[config.mk]
export PLATFORM = sky130hd
export DESIGN_NAME = writeback_stage
export DESIGN_NICKNAME = d
export VERILOG_FILES = /design/src/rtl/writeback_stage.sv
export SDC_FILE = /design/constraint.sdc
export NUM_CORES = 1
export LEC_CHECK = 0
export ABC_AREA = 1
export BUFFER_PORTS_ARGS = -buffer_cell sky130_fd_sc_hd__buf_4
export CAP_MARGIN = 30
export CORE_UTILIZATION = 45
export DETAILED_ROUTE_END_ITERATION = 6
export PLACE_DENSITY = 0.72
export SKIP_CTS_REPAIR_TIMING = 1
export SYNTH_ARGS = -nofsm -noshare
export SYNTH_HDL_FRONTEND = slang
export SYNTH_SLANG_ARGS = --single-unit
[constraint.sdc]
create_clock -name clk -period 26.2 [get_ports clk]
set_input_delay 5.24 -clock clk [delete_from_list [all_inputs] [get_ports clk]]
set_output_delay 5.24 -clock clk [all_outputs]
set_load 0.01 [all_outputs]
[src/rtl/writeback_stage.sv]
// Writeback stage: MEM/WB pipeline latch, load-data extraction, register-file
// write control and a retired-instruction counter.
// Ports:
//   clk, rst            rising-edge clock, asynchronous active-high reset
//   stall, flush        latch hold / bubble insertion (flush wins)
//   in_*                MEM-stage slot captured into the latch
//   wb_write_enable     register-file write strobe
//   wb_write_register   register-file write index (latched rd, always driven)
//   wb_write_data       register-file write data
//   wb_valid            latched slot is a real instruction
//   wb_exception        latched load is misaligned or has an illegal funct3
//   retire_count        count of retired instructions (wraps)
module writeback_stage (
    input  logic        clk,
    input  logic        rst,
    input  logic        stall,
    input  logic        flush,
    input  logic        in_valid,
    input  logic [4:0]  in_rd,
    input  logic        in_reg_write,
    input  logic [1:0]  in_wb_sel,
    input  logic [63:0] in_alu_result,
    input  logic [63:0] in_mem_rdata,
    input  logic [2:0]  in_funct3,
    input  logic [2:0]  in_addr_lo,
    input  logic [63:0] in_pc_plus4,
    output logic        wb_write_enable,
    output logic [4:0]  wb_write_register,
    output logic [63:0] wb_write_data,
    output logic        wb_valid,
    output logic        wb_exception,
    output logic [63:0] retire_count
);

    localparam int unsigned XLEN = 64;
    localparam int unsigned REGW = 5;

    localparam logic [1:0] SEL_ALU  = 2'b00;
    localparam logic [1:0] SEL_LOAD = 2'b01;
    localparam logic [1:0] SEL_LINK = 2'b10;

    logic            valid_q;
    logic [REGW-1:0] rd_q;
    logic            reg_write_q;
    logic [1:0]      wb_sel_q;
    logic [XLEN-1:0] alu_q;
    logic [XLEN-1:0] rdata_q;
    logic [2:0]      funct3_q;
    logic [2:0]      addr_lo_q;
    logic [XLEN-1:0] pc4_q;
    logic [XLEN-1:0] retire_q;

    logic [XLEN-1:0] shifted;
    logic [XLEN-1:0] load_data;
    logic            misaligned;
    logic            illegal;
    logic            exception;

    // MEM/WB latch; flush forces a bubble even while the other fields hold
    always_ff @(posedge clk or posedge rst) begin
        if (rst) begin
            valid_q     <= 1'b0;
            rd_q        <= '0;
            reg_write_q <= 1'b0;
            wb_sel_q    <= '0;
            alu_q       <= '0;
            rdata_q     <= '0;
            funct3_q    <= '0;
            addr_lo_q   <= '0;
            pc4_q       <= '0;
        end else begin
            if (!stall) begin
                valid_q     <= in_valid;
                rd_q        <= in_rd;
                reg_write_q <= in_reg_write;
                wb_sel_q    <= in_wb_sel;
                alu_q       <= in_alu_result;
                rdata_q     <= in_mem_rdata;
                funct3_q    <= in_funct3;
                addr_lo_q   <= in_addr_lo;
                pc4_q       <= in_pc_plus4;
            end
            if (flush) begin
                valid_q <= 1'b0;
            end
        end
    end

    // Load extraction: shift the addressed byte down to bit 0, then size/extend
    always_comb begin
        shifted    = rdata_q >> {addr_lo_q, 3'b000};
        load_data  = '0;
        misaligned = 1'b0;
        illegal    = 1'b0;
        case (funct3_q)
            3'b000: load_data = {{56{shifted[7]}}, shifted[7:0]};
            3'b001: begin
                load_data  = {{48{shifted[15]}}, shifted[15:0]};
                misaligned = addr_lo_q[0];
            end
            3'b010: begin
                load_data  = {{32{shifted[31]}}, shifted[31:0]};
                misaligned = (addr_lo_q[1:0] != 2'b00);
            end
            3'b011: begin
                load_data  = shifted;
                misaligned = (addr_lo_q != 3'b000);
            end
            3'b100: load_data = {56'd0, shifted[7:0]};
            3'b101: begin
                load_data  = {48'd0, shifted[15:0]};
                misaligned = addr_lo_q[0];
            end
            3'b110: begin
                load_data  = {32'd0, shifted[31:0]};
                misaligned = (addr_lo_q[1:0] != 2'b00);
            end
            default: illegal = 1'b1;
        endcase
    end

    assign exception = valid_q & (wb_sel_q == SEL_LOAD) & (misaligned | illegal);

    // Result mux and write control
    always_comb begin
        wb_write_data = '0;
        case (wb_sel_q)
            SEL_ALU:  wb_write_data = alu_q;
            SEL_LOAD: wb_write_data = load_data;
            SEL_LINK: wb_write_data = pc4_q;
            default:  wb_write_data = '0;
        endcase
    end

    assign wb_write_enable   = valid_q & reg_write_q & (rd_q != '0) & ~exception
                               & (wb_sel_q != 2'b11);
    assign wb_write_register = rd_q;
    assign wb_valid          = valid_q;
    assign wb_exception      = exception;

    // A slot retires on the edge it leaves the latch, so a stall counts it once
    always_ff @(posedge clk or posedge rst) begin
        if (rst) begin
            retire_q <= '0;
        end else if (valid_q && !stall && !exception) begin
            retire_q <= retire_q + XLEN'(1);
        end
    end

    assign retire_count = retire_q;

endmodule

==> flow_metrics.tcl, run 1 <==
set metrics [dict create \
    num_vias 16200 \
    crit_required_ns 20.96 \
    setup_viol 0 \
    place.gp.congestion 0.976 \
    dp_slack_ns 17.98 \
    skew_ns 0.0139 \
    synth_cells 2306 \
    p_leak_nw 10.2 \
    die_h_um 189 \
    tns_ns 0 \
    critPathArrivalTime_ns 3.59 \
    drt-total-wl_um 56400 \
    drv_slew 0 \
    die_area_mm2 0.0358 \
    crit_buf_inv 4 \
    critPathTopFamily "buffers and inverters" \
    regToRegStartpoint "addr_lo_q[0]" \
    fill_cells 3378 \
    holdCritStartpoint "alu_q[42]" \
    hold_violations 0 \
    grt_pass1_wl_um 86900 \
    antenna_found_initial 7 \
    grt_pass1_vias 15600 \
    hold_end "alu_q[42]" \
    synth.distinct_cells 44 \
    status "finished, final reports clean" \
    timing.fmax_mhz 113 \
    dp_cells 3003 \
    cts_tree "done" \
    cp_cell_sequence "buf_4, inv_2, nand2_1, nand3_1, nand3_1, nand2_2, nand2_4, nand2_4, inv_2, nand2_1, nand2_1, nand2_1, buf_4" \
    post-route-min-period_ns 8.83 \
    overflow 0 \
    area_growth_pct 24.6 \
    multi_input_area_mm2 0.00753 \
    h-tree-depth 2 \
    finalNonFillerCells 3073 \
    drtIter0Drc 1354 \
    ys_seq_area_share_pct 43.0 \
    critPathKind "flip-flop to output port" \
    cp-start-kind "flip-flop" \
    r2r_slack_ns 23.10 \
    cp_common_cell "nand2_1" \
    ys_ff_latch 271 \
    maxCapViolCount 0 \
    clk_pin_slew_ns 0.06 \
    drcViolationCount 0 \
    p_per_area_mw_per_mm2 62.2 \
    cts_inserted_buffers 34 \
    start_util_pct 45.7 \
    cts_sinks 271 \
    seq_area_mm2 0.00678 \
    synthesis.nets 2518 \
    post-route-period-util_pct 33.7 \
    final_cell_mix "nand2_1, buf_4, dfrtp_1" \
    cts_buffer_depth 3 \
    postLayoutSetupSlackWorst_ns 17.37 \
    routedWlPerCell_um 18.3 \
    min_path_type "flip-flop to flip-flop" \
    rsz0062_at_grt "no" \
    ant_nets 0 \
    critical-path-max-stage-delay_ns 0.78 \
    drive_above_1_share_pct 18.0 \
    cp_slowest_cell "buf_4" \
    grt_start_max_net_pins 206 \
    rows 68 \
    clk_latency_ns 0.52 \
    dr.pass1.iters 5 \
    r2r-end "retire_count[25]" \
    maxSlewHeadroom_pct 30.9 \
    worst_hold_slack_ns 0.478 \
    hold_depth 2 \
    portBuffers 346 \
    path_max_fanout 111 \
    final_util_pct 56.9 \
    synth.cell_area_mm2 0.0158 \
    die_w_um 189 \
    io_pins 347 \
    core_mm2 0.0345 \
    peakVddDrop_mv 0.0501 \
    final_area_mm2 0.0196 \
    r2r_cells 9 \
    root_buffer "clkbuf_16" \
    power_mw 1.22 \
    tightest_slew_ns 1.04 \
    finalNetCount 2797 \
    crit_path_end_kind "output port" \
    mostFrequentLayoutCell "nand2_1" \
    avgViaCountPerCell 5.27 \
    place_area_mm2 0.0185 \
    hpwl_um 41100 \
    yosysWarnings 0 \
    grt.total_usage_pct 31.4 \
    avgSynthCellArea_um2 6.84 \
]
## how the worst max path moves through the flow
stage,start,end,cells after the start
CTS,addr_lo_q[0],wb_write_data[17],13
global route,addr_lo_q[0],wb_write_data[18],13
detailed placement,addr_lo_q[0],wb_write_data[17],13
finish,addr_lo_q[0],wb_write_data[17],13
global placement,addr_lo_q[0],wb_write_data[16],13
floorplan,rst,addr_lo_q[0],1
## cell families after synthesis
| logic type | synth area share [%] |
|---|---|
| buf+inv | 9.34 |
| fa+ha+maj | 0.0793 |
| xor+xnor | 1.94 |
| flops | 43.0 |
| simple gates | 35.3 |
| compound gates | 10.4 |
## area by class of cell
type,count,area share (%)
diodes,7,0.0892
clock buffers,56,5.53
clock inverters,6,0.331
inverters,221,4.31
multi-input cells,1696,38.3
flip-flops and latches,271,34.5
well taps,455,2.90
repair buffers,361,14.0
## routing by layer
layer | share of wire, % | GRT usage, % | vias up
met4 | 3.7 | 12.4 | 0
met2 | 45 | 48.4 | 682
met1 | 44 | 43.1 | 7627
li1 | - | - | 7786
met3 | 7.9 | 6.64 | 115
met5 | 0 | 0 | -
## registers in the layout, indices dropped and copies added, names as in the netlist
register and count:
addr_lo_q 3, alu_q 64, funct3_q 3, pc4_q 64
rdata_q 64, reg_write_q 1, retire_count 64, wb_sel_q 2
wb_valid 1, wb_write_register 5
## synth_stat cells (all sizes together)
cell | number | area, µm²
a22o | 1 | 8.76
a21boi | 1 | 18.8
o21ai | 234 | 1190
nand3b | 9 | 67.6
xnor2 | 11 | 96.3
xor2 | 24 | 210
a21oi | 15 | 78.8
nor2 | 177 | 732
or2 | 1 | 6.26
nand2 | 1018 | 3860
nand4 | 48 | 300
o211ai | 34 | 275
clkbuf | 71 | 268
buf | 47 | 374
nor3 | 8 | 45.0
o21bai | 2 | 15.0
nand3 | 98 | 513
dfrtp | 271 | 6780
inv | 221 | 832
ha | 1 | 12.5
o21a | 1 | 7.51
a211oi | 1 | 7.51
o22ai | 6 | 37.5
and2 | 6 | 37.5
## worst reg2reg max path: stages (launching register included)
cell,delay [ns]
dfrtp_2,0.34
buf_4,0.78
inv_2,0.34
nand2_4,0.20
nand3_1,0.11
nand3_2,0.11
nand2_2,0.14
nand2_4,0.53
nor2_2,0.23
xor2_1,0.19
## where the power goes
part / total [mW] / switching (mW) / internal (mW)
Clock: 0.482 / 0.188 / 0.294
Combinational: 0.261 / 0.163 / 0.0984
Sequential: 0.479 / 0.0264 / 0.453
Total: 1.22 / 0.378 / 0.845
Power figures use the tool's default switching activity.
==> inputs of run 2 (changes only) <==
--- a/config.mk
+++ b/config.mk
@@ -10,7 +10,7 @@
 export CAP_MARGIN = 30
 export CORE_UTILIZATION = 45
 export DETAILED_ROUTE_END_ITERATION = 6
-export PLACE_DENSITY = 0.72
+export PLACE_DENSITY = 0.75
 export SKIP_CTS_REPAIR_TIMING = 1
 export SYNTH_ARGS = -nofsm -noshare
 export SYNTH_HDL_FRONTEND = slang
==> constraint.sdc (replaced) <==
create_clock -name clk -period 8.1 [get_ports clk]
set_input_delay 1.62 -clock clk [delete_from_list [all_inputs] [get_ports clk]]
set_output_delay 1.62 -clock clk [all_outputs]
set_load 0.01 [all_outputs]
==> run 2 against run 1 <==
Cell area grew 0.11%. Worst setup slack lost 15 ns. Power grew to 3.2 times the previous value. Wire length shrank 1.6%. Cell count shrank 0.23%.
==> flow_metrics.tcl, run 2 (synthesized netlist as in run 1, its figures left out) <==
set metrics [dict create \
    status "finished, final reports clean" \
    overflow 0 \
    maxCapViolCount 0 \
    cts_tree "done" \
    place_area_mm2 0.0185 \
    grt_pass1_wl_um 85100 \
    place.gp.congestion 0.979 \
    start_util_pct 45.7 \
    cts_sinks 271 \
    post-route-min-period_ns 5.30 \
    cts_buffer_depth 3 \
    crit_path_end "wb_write_data[53]" \
    min_path_type "flip-flop to flip-flop" \
    grt_start_max_net_pins 185 \
    avgViaCountPerCell 5.28 \
    r2r_cells 11 \
    crit_required_ns 6.48 \
    p_leak_nw 10.2 \
    clk_pin_slew_ns 0.06 \
    critPathKind "flip-flop to output port" \
    portBuffers 346 \
    crit_path_end_kind "output port" \
    die_h_um 189 \
    num_vias 16200 \
    cp_cell_sequence "inv_2, nand3_1, nand3_1, buf_8, nand4_1, nand2_1, nand2_1, buf_4" \
    skew_ns 0.0180 \
    finalNetCount 2799 \
    final_util_pct 56.9 \
    combPwrFrac_pct 21.3 \
    drv_slew 0 \
    critPathArrivalTime_ns 3.68 \
    p_per_area_mw_per_mm2 200 \
    cts_inserted_buffers 34 \
    internal_power_mw 2.74 \
    die_w_um 189 \
    mostFrequentLayoutCell "nand2_1" \
    cp-start-kind "flip-flop" \
    hold_violations 0 \
    antenna_found_initial 1 \
    drtIter0Drc 1653 \
    critical-path-max-stage-delay_ns 0.94 \
    peakVddDrop_mv 0.142 \
    grt.total_usage_pct 30.7 \
    tightest_slew_ns 1.02 \
    io_pins 347 \
    drt-total-wl_um 55400 \
    dp_cells 3003 \
    p_sw_mw 1.19 \
    ant_nets 0 \
    power_mw 3.93 \
    timing.fmax_mhz 189 \
    clk_latency_ns 0.51 \
    die_area_mm2 0.0358 \
    post-route-period-util_pct 65.5 \
    dp_slack_ns 3.36 \
    root_buffer "clkbuf_16" \
    postLayoutSetupSlackWorst_ns 2.80 \
    cp_slowest_cell "dfrtp_1" \
    final_cell_mix "nand2_1, buf_4, dfrtp_1" \
    sequentialPowerShare_pct 39.5 \
    regToRegStartpoint "addr_lo_q[1]" \
    rows 68 \
    setup_viol 0 \
    area_growth_pct 24.7 \
    path_max_fanout 43 \
    r2r-end "retire_count[33]" \
    swShare_pct 30.3 \
    drcViolationCount 0 \
    r2r_slack_ns 5.20 \
    clockPowerShare_pct 39.2 \
    core_mm2 0.0345 \
    h-tree-depth 2 \
    dr.pass1.iters 6 \
    worst_hold_slack_ns 0.477 \
    final_area_mm2 0.0197 \
    drive_above_1_share_pct 18.0 \
    routedWlPerCell_um 18.1 \
    grt_pass1_vias 15000 \
    tns_ns 0 \
    rsz0062_at_grt "no" \
    cp-startpoint "addr_lo_q[2]" \
    maxSlewHeadroom_pct 31.7 \
    finalNonFillerCells 3066 \
    hpwl_um 41100 \
]
-- run 2: cell types whose count changed in the layout (fill, tap and decap cells not counted), sizes merged --
cell and change:
inv -1, clkinv -1, buf +2, clkinvlp +1, bufinv +2, diode -6
clkbuf -4
-- run 2: metal layers --
metal  vias to the layer above  routed length, µm  GRT usage [%]
li1                       7768                  -              -
met1                      7542              23500           42.5
met2                       740              24500           46.8
met3                       133               5190           6.73
met4                         0               2260           11.9
met5                         -                  0              0
-- run 2: final cells by class --
type	instances	area, µm²
multi-input cells	1696	7530
clock inverters	7	116
flip-flops and latches	271	6780
fillers	3405	14900
repair buffers	363	2820
clock buffers	52	1010
well taps	455	569
diodes	1	2.50
inverters	221	843
-- run 2: how the worst min path moves through the flow --
stage / start / endpoint / slack [ns] / depth (start not counted)
after floorplan: rdata_q[1] / rdata_q[1] / 0.44 / 2
after global placement: alu_q[52] / alu_q[52] / 0.46 / 2
after detailed placement: alu_q[29] / alu_q[29] / 0.46 / 2
after CTS: rdata_q[5] / rdata_q[5] / 0.48 / 2
after global routing: pc4_q[63] / pc4_q[63] / 0.49 / 2
final: rdata_q[5] / rdata_q[5] / 0.48 / 2
-- run 2: power by group through the flow --
stage	combinational [mW]	clock (mW)	sequential, mW
6_report	0.836	1.54	1.55
5_1_grt	0.919	1.62	1.56
4_1_cts	0.829	1.56	1.55
3_5_place_dp	0.824	0	1.57
3_3_place_gp	0.809	0	1.57
2_1_floorplan	0.485	0	1.55
-- run 2: worst max-delay path: cells and delay by family (launching register included) --
family	cells	cell delay, ns
buffers and inverters	3	1.07
DFF	1	0.94
and+or+nand+nor	5	1.15
==> inputs of run 3 (changes only) <==
==> constraint.sdc (replaced) <==
create_clock -name clk -period 4.5 [get_ports clk]
set_input_delay 0.9 -clock clk [delete_from_list [all_inputs] [get_ports clk]]
set_output_delay 0.9 -clock clk [all_outputs]
set_load 0.01 [all_outputs]
==> run 3 against run 2 <==
Clock skew fell by 0.0031 ns. Non-clock buffer count rose by 4. Power rose by 72%. Via count rose by 0.25%. Register-to-register slack got worse by 3.3 ns. Wire length rose by 0.54%. Sequential share of layout area rose by 0.26 points. Highest routed layer unchanged.
==> flow_metrics.tcl, run 3 (synthesized netlist as in run 1, its figures left out) <==
set metrics [dict create \
    status "finished, final reports clean" \
    grt_start_max_net_pins 152 \
    num_vias 16200 \
    die_w_um 189 \
    wl_met3_um 4730 \
    path_max_fanout 35 \
    drt-total-wl_um 55700 \
    dr.pass1.iters 7 \
    drcViolationCount 0 \
    skew_ns 0.0149 \
    critPathArrivalTime_ns 3.22 \
    hold_violations 0 \
    die_h_um 189 \
    grt.total_usage_pct 30.7 \
    tns_ns 0 \
    maxSlewHeadroom_pct 43.6 \
    dp_cells 3009 \
    maxCapViolCount 0 \
    dp_slack_ns 1.07 \
    dr_wl_met2_um 24900 \
    cts_inserted_buffers 31 \
    root_buffer "clkbuf_16" \
    rows 68 \
    cp_common_cell "nand2_1" \
    critical-path-max-stage-delay_ns 0.90 \
    cts_sinks 271 \
    avgViaCountPerCell 5.28 \
    top_layer_used "met4" \
    clk_pin_slew_ns 0.06 \
    postLayoutSetupSlackWorst_ns 0.382 \
    critPathTopFamily "simple AND/OR/NAND/NOR gates" \
    min_path_type "input port to async pin" \
    p_per_area_mw_per_mm2 345 \
    drt-met1-wl_um 24000 \
    drtIter0Drc 1509 \
    post-route-min-period_ns 4.12 \
    peakVddDrop_mv 0.280 \
    finalNonFillerCells 3070 \
    drive_above_1_share_pct 18.0 \
    tightest_slew_ns 0.846 \
    rsz0062_at_grt "no" \
    p_leak_nw 10.1 \
    die_area_mm2 0.0358 \
    routedWlPerCell_um 18.2 \
    crit_path_end_kind "output port" \
    setup_viol 0 \
    portBuffers 346 \
    grt_pass1_wl_um 85000 \
    critPathKind "flip-flop to output port" \
    cts_tree "done" \
    h-tree-depth 1 \
    place.gp.congestion 0.980 \
    timing.fmax_mhz 243 \
    crit_buf_inv 3 \
    start_util_pct 45.7 \
    cts_buffer_depth 3 \
    overflow 0 \
    cp-start-kind "flip-flop" \
    drv_slew 0 \
    final_cell_mix "nand2_1, buf_4, dfrtp_1" \
    crit_required_ns 3.60 \
    core_mm2 0.0345 \
    clk_latency_ns 0.57 \
    grt_pass1_vias 15100 \
    antenna_found_initial 2 \
    io_pins 347 \
    hpwl_um 41700 \
    cp_slowest_cell "dfrtp_1" \
    mostFrequentLayoutCell "nand2_1" \
    ant_nets 0 \
    post-route-period-util_pct 91.5 \
    finalNetCount 2800 \
    cp_cell_sequence "inv_2, nand2_2, nand3_4, nand2_4, inv_2, nand2_1, nand2_1, nand2_1, buf_4" \
    area_growth_pct 23.8 \
]
-- run 3: cell count changes in the layout (fill, tap and decap cells not counted), sizes merged --
cell	change
clkinv	+5
diode	+1
inv	+2
clkbuf	-5
clkinvlp	-1
bufinv	-2
buf	+4
-- run 3: per-layer routing --
metal  vias to the layer above  track usage (%)
met2                       700             47.0
met4                         0             11.4
met1                      7632             43.3
met3                       113             5.38
li1                       7778                -
met5                         -                0
-- run 3: worst paths after layout --
check / startpoint / depth (start not counted) / to / slack, ns
worst max-delay path: addr_lo_q[2] / 9 / wb_write_data[17] / 0.38
worst min-delay path: rst / 2 / wb_write_register[0] / 0.30
worst max register to register: addr_lo_q[1] / 8 / retire_count[29] / 1.86
worst min register to register: pc4_q[4] / 2 / pc4_q[4] / 0.48
max in group asynchronous: rst / 3 / alu_q[4] / 3.13
min in group clk: pc4_q[4] / 2 / pc4_q[4] / 0.48
-- run 3: area by class of cell --
| type | instances | area (µm²) |
|---|---|---|
| inverter | 221 | 843 |
| antenna | 2 | 5.00 |
| fill | 3377 | 15000 |
| tap | 455 | 569 |
| multi-input combinational | 1696 | 7530 |
| clock buffer | 47 | 876 |
| timing repair buffer | 367 | 2830 |
| clock inverter | 11 | 95.1 |
| sequential | 271 | 6780 |
-- run 3: stage by stage --
| stage | hold WS [ns] | utilization (%) | area [µm²] | power (mW) |
|---|---|---|---|---|
| 2_1_floorplan | 0.444 | - | 15800 | 3.67 |
| 3_3_place_gp | 0.462 | 53.6 | 18500 | 4.30 |
| 3_5_place_dp | 0.462 | 53.6 | 18500 | 4.32 |
| 4_1_cts | 0.294 | 56.4 | 19500 | 6.76 |
| 5_1_grt | 0.313 | 56.5 | 19500 | 7.05 |
| 6_report | 0.301 | 56.5 | 19500 | 6.75 |
-- run 3: where the power goes --
group	internal (mW)	switching (mW)	total (mW)
combinational	0.580	0.927	1.51
sequential	2.64	0.159	2.80
clock	1.40	1.04	2.44
total	4.62	2.13	6.75
